==> config.mk <==
export PLATFORM = sky130hd
export DESIGN_NAME = seg_display_ctrl
export DESIGN_NICKNAME = d
export VERILOG_FILES = /design/src/rtl/seg_display_ctrl.sv
export SDC_FILE = /design/constraint.sdc
export NUM_CORES = 1
export LEC_CHECK = 0
export ABC_AREA = 1
export BUFFER_PORTS_ARGS = -buffer_cell sky130_fd_sc_hd__buf_2
export CAP_MARGIN = 10
export CORE_MARGIN = 3
export CORE_UTILIZATION = 60
export DETAILED_ROUTE_END_ITERATION = 10
export GPL_ROUTABILITY_DRIVEN = 0
export HOLD_SLACK_MARGIN = 0.15
export PLACE_DENSITY = 0.85
export SYNTH_ARGS = -nofsm -noshare
export SYNTH_HDL_FRONTEND = slang
export SYNTH_SLANG_ARGS = --single-unit
==> constraint.sdc <==
create_clock -name Clk -period 4.6 [get_ports Clk]
set_input_delay 0.23 -clock Clk [delete_from_list [all_inputs] [get_ports Clk]]
set_output_delay 0.23 -clock Clk [all_outputs]
set_load 0.05 [all_outputs]
==> src/rtl/seg_display_ctrl.sv <==
// Four-digit multiplexed seven-segment driver: a sequential double-dabble turns the
// 9-bit ALU result into BCD, and a scan counter shows units/tens/hundreds/tag letter.
module seg_display_ctrl #(
  parameter int REFRESH_DIV = 100000
) (
  input  logic       Clk,
  input  logic       reset,
  input  logic [8:0] Out_with_carry,
  input  logic [3:0] Letters,
  output logic [3:0] an,
  output logic [6:0] seg,
  output logic       dp,
  output logic       conv_busy
);

  localparam int PW = (REFRESH_DIV > 1) ? $clog2(REFRESH_DIV) : 1;
  localparam logic [PW-1:0] PS_LAST = PW'(REFRESH_DIV - 1);

  localparam logic [6:0] SEG_BLANK = 7'b1111111;

  typedef enum logic {IDLE, CONV} state_t;

  state_t      state_q;
  logic [8:0]  last_val_q;
  logic [20:0] shift_q;
  logic [20:0] adj_d;
  logic [20:0] shift_d;
  logic [3:0]  iter_q;
  logic [3:0]  hund_q;
  logic [3:0]  tens_q;
  logic [3:0]  units_q;
  logic        conv_busy_q;

  logic [PW-1:0] presc_q;
  logic [1:0]    idx_q;
  logic [3:0]    an_q;
  logic [3:0]    an_d;
  logic [6:0]    seg_q;
  logic [6:0]    seg_d;

  function automatic logic [3:0] bcd_adj(input logic [3:0] n);
    return (n >= 4'd5) ? n + 4'd3 : n;
  endfunction

  function automatic logic [6:0] seg_digit(input logic [3:0] d);
    case (d)
      4'd0:    return 7'b1000000;
      4'd1:    return 7'b1111001;
      4'd2:    return 7'b0100100;
      4'd3:    return 7'b0110000;
      4'd4:    return 7'b0011001;
      4'd5:    return 7'b0010010;
      4'd6:    return 7'b0000010;
      4'd7:    return 7'b1111000;
      4'd8:    return 7'b0000000;
      4'd9:    return 7'b0010000;
      default: return SEG_BLANK;
    endcase
  endfunction

  function automatic logic [6:0] seg_letter(input logic [3:0] l);
    case (l)
      4'hA:    return 7'b0001000;
      4'hB:    return 7'b0000011;
      4'hC:    return 7'b1000110;
      default: return SEG_BLANK;
    endcase
  endfunction

  // One double-dabble step: correct each BCD nibble, then shift the whole register.
  always_comb begin
    adj_d   = {bcd_adj(shift_q[20:17]), bcd_adj(shift_q[16:13]),
               bcd_adj(shift_q[12:9]), shift_q[8:0]};
    shift_d = adj_d << 1;
  end

  always_ff @(posedge Clk or posedge reset) begin
    if (reset) begin
      state_q     <= IDLE;
      last_val_q  <= 9'd0;
      shift_q     <= 21'd0;
      iter_q      <= 4'd0;
      hund_q      <= 4'd0;
      tens_q      <= 4'd0;
      units_q     <= 4'd0;
      conv_busy_q <= 1'b0;
    end else begin
      case (state_q)
        IDLE: begin
          if (Out_with_carry != last_val_q) begin
            shift_q     <= {12'd0, Out_with_carry};
            last_val_q  <= Out_with_carry;
            iter_q      <= 4'd0;
            state_q     <= CONV;
            conv_busy_q <= 1'b1;
          end
        end
        CONV: begin
          shift_q <= shift_d;
          iter_q  <= iter_q + 4'd1;
          if (iter_q == 4'd8) begin
            hund_q      <= shift_d[20:17];
            tens_q      <= shift_d[16:13];
            units_q     <= shift_d[12:9];
            state_q     <= IDLE;
            conv_busy_q <= 1'b0;
          end
        end
        default: state_q <= IDLE;
      endcase
    end
  end

  // Leading zeros are blanked; the letter tag bypasses the converter entirely.
  always_comb begin
    an_d  = ~(4'b0001 << idx_q);
    seg_d = SEG_BLANK;
    case (idx_q)
      2'd0: seg_d = seg_digit(units_q);
      2'd1: seg_d = (hund_q == 4'd0 && tens_q == 4'd0) ? SEG_BLANK : seg_digit(tens_q);
      2'd2: seg_d = (hund_q == 4'd0) ? SEG_BLANK : seg_digit(hund_q);
      default: seg_d = seg_letter(Letters);
    endcase
  end

  always_ff @(posedge Clk or posedge reset) begin
    if (reset) begin
      presc_q <= '0;
      idx_q   <= 2'd0;
      an_q    <= 4'b1111;
      seg_q   <= SEG_BLANK;
    end else begin
      if (presc_q == PS_LAST) begin
        presc_q <= '0;
        idx_q   <= idx_q + 2'd1;
      end else begin
        presc_q <= presc_q + 1'b1;
      end
      an_q  <= an_d;
      seg_q <= seg_d;
    end
  end

  assign an        = an_q;
  assign seg       = seg_q;
  assign dp        = 1'b1;
  assign conv_busy = conv_busy_q;

endmodule

### Word-level counts from Yosys, hierarchy flattened

Memories as Yosys holds them, arrays and structs flattened.
Index checks and enable logic that the tools add are counted.

* bits in registers: 78
* ROM bits: 336
* output and inout port bits: 13
* logic and storage cells: 62
* memories kept: 3

* add/sub/neg operators: 6
* magnitude comparators: 3
* eq/ne operators: 10
* shifts and indexed selects: 1
* multiplexer cells: 18
* bitwise operators: 2
* reductions and logical operators: 7

Memories
* (no name shown): depth 16, width 7, read ports 1, clocked after memory_dff 0, write ports 0, RTL line 46 `case (d)`
* (no name shown): depth 16, width 7, read ports 1, clocked after memory_dff 0, write ports 0, RTL line 46
* (no name shown): depth 16, width 7, read ports 1, clocked after memory_dff 0, write ports 0, RTL line 46

Operators with widths (count)
* $pmux 21 s2: 1
* $pmux 7 s3: 2
* $mux 21: 1
* $add 17x1->17 const B: 1
* $eq 17x17->1 const B: 1
* $mux 17: 1
* $eq 4x4->1 const B: 4
* $mux 7: 2
* $ge 4x3->1 const B: 3
* $mux 4: 3
* $ne 9x9->1: 1
* $add 4x2->4 const B: 2
* $logic_not 4->1: 2
* $pmux 4 s2: 1
* $reduce_and 2->1: 3
* $add 4x1->4 const B: 1
* $mux 1: 4
* $not 4->4: 1
* $pmux 1 s2: 2
* $shl 1x2->4 const A: 1
* $add 3x2->3 const B: 1
* $mux 3: 1
* $add 2x1->2 const B: 1
* $eq 2x1->1 const B: 1
* other kinds (6): 6

### Depth between registers and ports, before layout

* depth in word-level cells: 4
* mapped depth: 10
* mapped depth without buffers: 10

### Worst setup path after synthesis

No wires, ideal clock.

* path kind: flip-flop to flip-flop
* from: register shift_q[13]
* to: register shift_q[14]
* setup time: 0.066 ns
* arrival: 1.340 ns
* path slack: 3.194 ns
* stages on the path, launching flop included: 9
* path buffers: 0
* period minus slack after synthesis: 1.406 ns
* cell sequence: dfrtp_1 -> inv_1 -> ha_1 -> inv_1 -> o21ai_1 -> nand2_1 -> xor2_1 -> or2_2 -> nand2_1

* cells in the longest elaborated chain, start to end: 3

Ends and longest elaborated chain
* from (decl): RTL line 25 `logic [20:0] shift_q;`
* from (signal assigned): RTL line 91 `shift_q <= {12'd0, Out_with_carry};`
* from (signal assigned): RTL line 99 `shift_q <= shift_d;`
* $add 4x2->4 / $ge 4x3->1 (equally long branches): RTL line 42 `return (n >= 4'd5) ? n + 4'd3 : n;`
* $mux 4 (*): RTL line 42
* $pmux 21 s2 (*): RTL line 88 `case (state_q)`

Every way passes the cells marked *; elsewhere a longest branch is shown, timed or not.
A chain may end at the register's enable or synchronous reset.

### Final worst setup path

* from: register state_q
* to: register hund_q[2]

* cells in the longest elaborated chain, start to end: 1

Ends and longest elaborated chain
* from (decl): RTL line 23 `state_t state_q;`
* from (signal assigned): RTL line 79 `state_q <= IDLE;`
* from (signal assigned): RTL line 94 `state_q <= CONV;`
* from (signal assigned): RTL line 105 `state_q <= IDLE;`
* $reduce_and 2->1 (no source line)
* to (signal assigned): RTL line 102 `hund_q <= shift_d[20:17];`
* to (decl): RTL line 29 `logic [3:0] hund_q;`

No other way between the ends.

==> impl_metrics.env <==
export IMPL_ys_warn_count=0
export IMPL_p_per_area_mw_per_mm2=589
export IMPL_nNetsFinal=677
export IMPL_die_height_um=94.1
export IMPL_r2r_cells=6
export IMPL_worstHoldEndpoint="last_val_q[5]"
export IMPL_r2r_end="hund_q[2]"
export IMPL_min_period_ns=2.47
export IMPL_max_stage_delay_ns=0.80
export IMPL_syn_area_mm2=0.00466
export IMPL_ys_types=36
export IMPL_pin_count=28
export IMPL_setup_tns_ns=0
export IMPL_n_antenna_cell=0
export IMPL_outcome="completed"
export IMPL_cts_max_level=3
export IMPL_drtIter0Drc=257
export IMPL_initial_core_util_pct=62.9
export IMPL_hold_viol=0
export IMPL_path_cells="inv_2 -> nor2_1 -> and3_1 -> inv_2 -> nand2_1 -> o21ai_1"
export IMPL_clock_sinks=78
export IMPL_multiInputGateArea_mm2=0.00233
export IMPL_grt_antenna_before_repair=0
export IMPL_critPathArrivalTime_ns=2.69
export IMPL_dp_slack_ns=2.16
export IMPL_layout_commonest_cell="nand2_1"
export IMPL_cts_resized=0
export IMPL_vdd_ir_drop_worst_mv=0.286
export IMPL_wire_per_inst_um=12.8
export IMPL_vias=3988
export IMPL_syn_inst=608
export IMPL_drive_gt1_share_pct=13.5
export IMPL_slew_violations=0
export IMPL_worstPathRequired_ns=4.82
export IMPL_final_seq_area_mm2=0.00197
export IMPL_reg2reg_setup_slack_ns=2.13
export IMPL_syn_num_nets=653
export IMPL_clk_insertion_delay_late_ns=0.35
export IMPL_vias_per_cell=5.42
export IMPL_track_usage_pct=23.4
export IMPL_synth_seq_cells=78
export IMPL_io_buffers=26
export IMPL_dpl_hpwl_um=6710
export IMPL_cpMostUsedCell="inv_2"
export IMPL_drc=0
export IMPL_whs_path_depth=3
export IMPL_rsz0062_at_grt="false"
export IMPL_grt_max_degree=50
export IMPL_root_buffer="clkbuf_8"
export IMPL_p_total_mw=2.99
export IMPL_overflow=0
export IMPL_cts_buffers=9
export IMPL_finClkSkew_ns=0.0156
export IMPL_grt_pass1_vias=3941
export IMPL_period_share_pct=53.7
export IMPL_syn_avg_cell_area_um2=7.67
export IMPL_worstReg2RegStart="state_q"
export IMPL_crit_buf_inv=2
export IMPL_drt_pass1_iterations=5
export IMPL_critPathKind="reg2reg"
export IMPL_finalSetupViolCount=0
export IMPL_min_from="Out_with_carry[5]"
export IMPL_crit_family="flip-flops"
export IMPL_worst_slew_pin_slew_ns=0.793
export IMPL_max_cap_violations=0
export IMPL_area_growth_pct=8.70
export IMPL_fill_cells=573
export IMPL_cp_end_kind="register"
export IMPL_p_leak_nw=2.65
export IMPL_cts_tree="done"
export IMPL_worst_slack_ns=2.13
export IMPL_slew_headroom_pct=47.1
export IMPL_ctsLongestPathBuffers=2
export IMPL_crit_fanout=49
export IMPL_path_clk_slew_ns=0.08
export IMPL_hp_class="in2reg"
export IMPL_ys_seq_area_share_pct=42.2
export IMPL_grt_pass1_wl_um=16800
export IMPL_cp_start_kind="register"
export IMPL_most_common_layout_cells="nand2_1 (195), dfrtp_1 (67), inv_1 (60)"
export IMPL_slowest_stage="dfrtp_1"
export IMPL_wl_um=9410
export IMPL_die_w_um=94.1
export IMPL_max_freq_ghz=0.405
export IMPL_ant_nets=0
export IMPL_rows=31
export IMPL_die_area_mm2=0.00886
export IMPL_core_mm2=0.00741
-- worst register-to-register path: cells and delay by family, from the launching register on --
family	cells	cell delay, ns
and+or+nand+nor	3	0.78
buffers and inverters	2	0.71
DFF	1	0.80
AOI/OAI and AO/OA	1	0.06
-- worst max path at each step --
stage / startpoint / endpoint / slack, ns / depth (start not counted)
2_1_floorplan: reset / conv_busy / 2.39 / 1
3_3_place_gp: state_q / units_q[2] / 2.29 / 6
3_5_place_dp: state_q / tens_q[2] / 2.16 / 6
4_1_cts: state_q / tens_q[2] / 2.14 / 6
5_1_grt: state_q / tens_q[1] / 1.83 / 6
6_report: state_q / hund_q[2] / 2.13 / 6
-- cells in the mapped netlist --
library cell  instances  area, um2
nand2_1             195        732
dfrtp_1              67       1680
inv_1                61        229
nand3_1              40        200
nand4_1              32        200
ha_1                 30        375
nor2_1               27        101
o21ai_1              23        115
o21ai_0              22        110
a21oi_1              16       80.1
inv_2                12       45.0
dfstp_2              11        289
xor2_1               11       96.3
buf_2                 8       40.0
nor3_1                7       35.0
xnor2_1               7       61.3
or2_2                 6       37.5
clkbuf_1              4       15.0
buf_4                 3       22.5
nand3_2               3       30.0
nor2_2                3       18.8
a31oi_1               2       12.5
buf_1                 2       7.51
clkinv_1              2       7.51
nand2_4               2       22.5
o211ai_1              2       15.0
a31o_2                1       8.76
and3_1                1       6.26
conb_1                1       3.75
nand2_2               1       6.26
nand3b_1              1       7.51
nor2_4                1       11.3
nor2_8                1       20.0
nor4_1                1       6.26
o21ai_2               1       8.76
or2_1                 1       6.26
-- sequential cells by signal (all words and copies together) (netlist names), 2 cells and up --
signal      count
shift_q        21
presc_q        17
last_val_q      9
seg             7
an              4
hund_q          4
iter_q          4
tens_q          4
units_q         4
idx_q           2
-- layout make-up --
class                           count  area share [%]
Multi-Input combinational cell    438            46.0
Clock inverter                      6            1.21
Sequential cell                    78            38.8
Clock buffer                       10            2.72
Inverter                           75            5.56
Tap cell                           99            2.45
Timing Repair Buffer               30            3.31
-- per-stage QoR --
step                      area, um2  instances  hold WS, ns  util, %
after floorplan                4660        608        0.369        -
after global placement         4840        717        0.375     65.3
after detailed placement       4840        717        0.396     65.3
after CTS                      5070        736        0.153     68.4
after global routing           5070        736        0.170     68.4
final                          5070        736        0.156     68.4
-- where the power goes --
group	switching (mW)	total (mW)	internal, mW
Sequential	0.205	1.14	0.931
Combinational	0.872	1.34	0.466
Clock	0.248	0.511	0.263
-- what timing repair did --
action                                  4_1_cts  5_1_grt
buffers inserted                              0        0
endpoints found under the setup margin        0        0
hold buffers                                  3        0
endpoints found under the hold margin        26        0
-- layer usage --
layer	up-vias	part of all wire (%)	GRT usage, %
met2	104	50	40.9
met1	1872	44	29.2
met5	-	0	0
met3	15	4.3	3.29
li1	1997	-	-
met4	0	1.8	8.78
-- cells by family after synthesis --
group	Yosys count	synth area share, %
buffers and inverters	92	7.87
adder cells (fa/ha/maj)	30	8.05
AO/OA/AOI/OAI	67	7.52
AND/OR/NAND/NOR	322	30.9
XOR/XNOR	18	3.38
other	1	0.0805
flip-flops	78	42.2
Power figures use the tool's default switching activity.
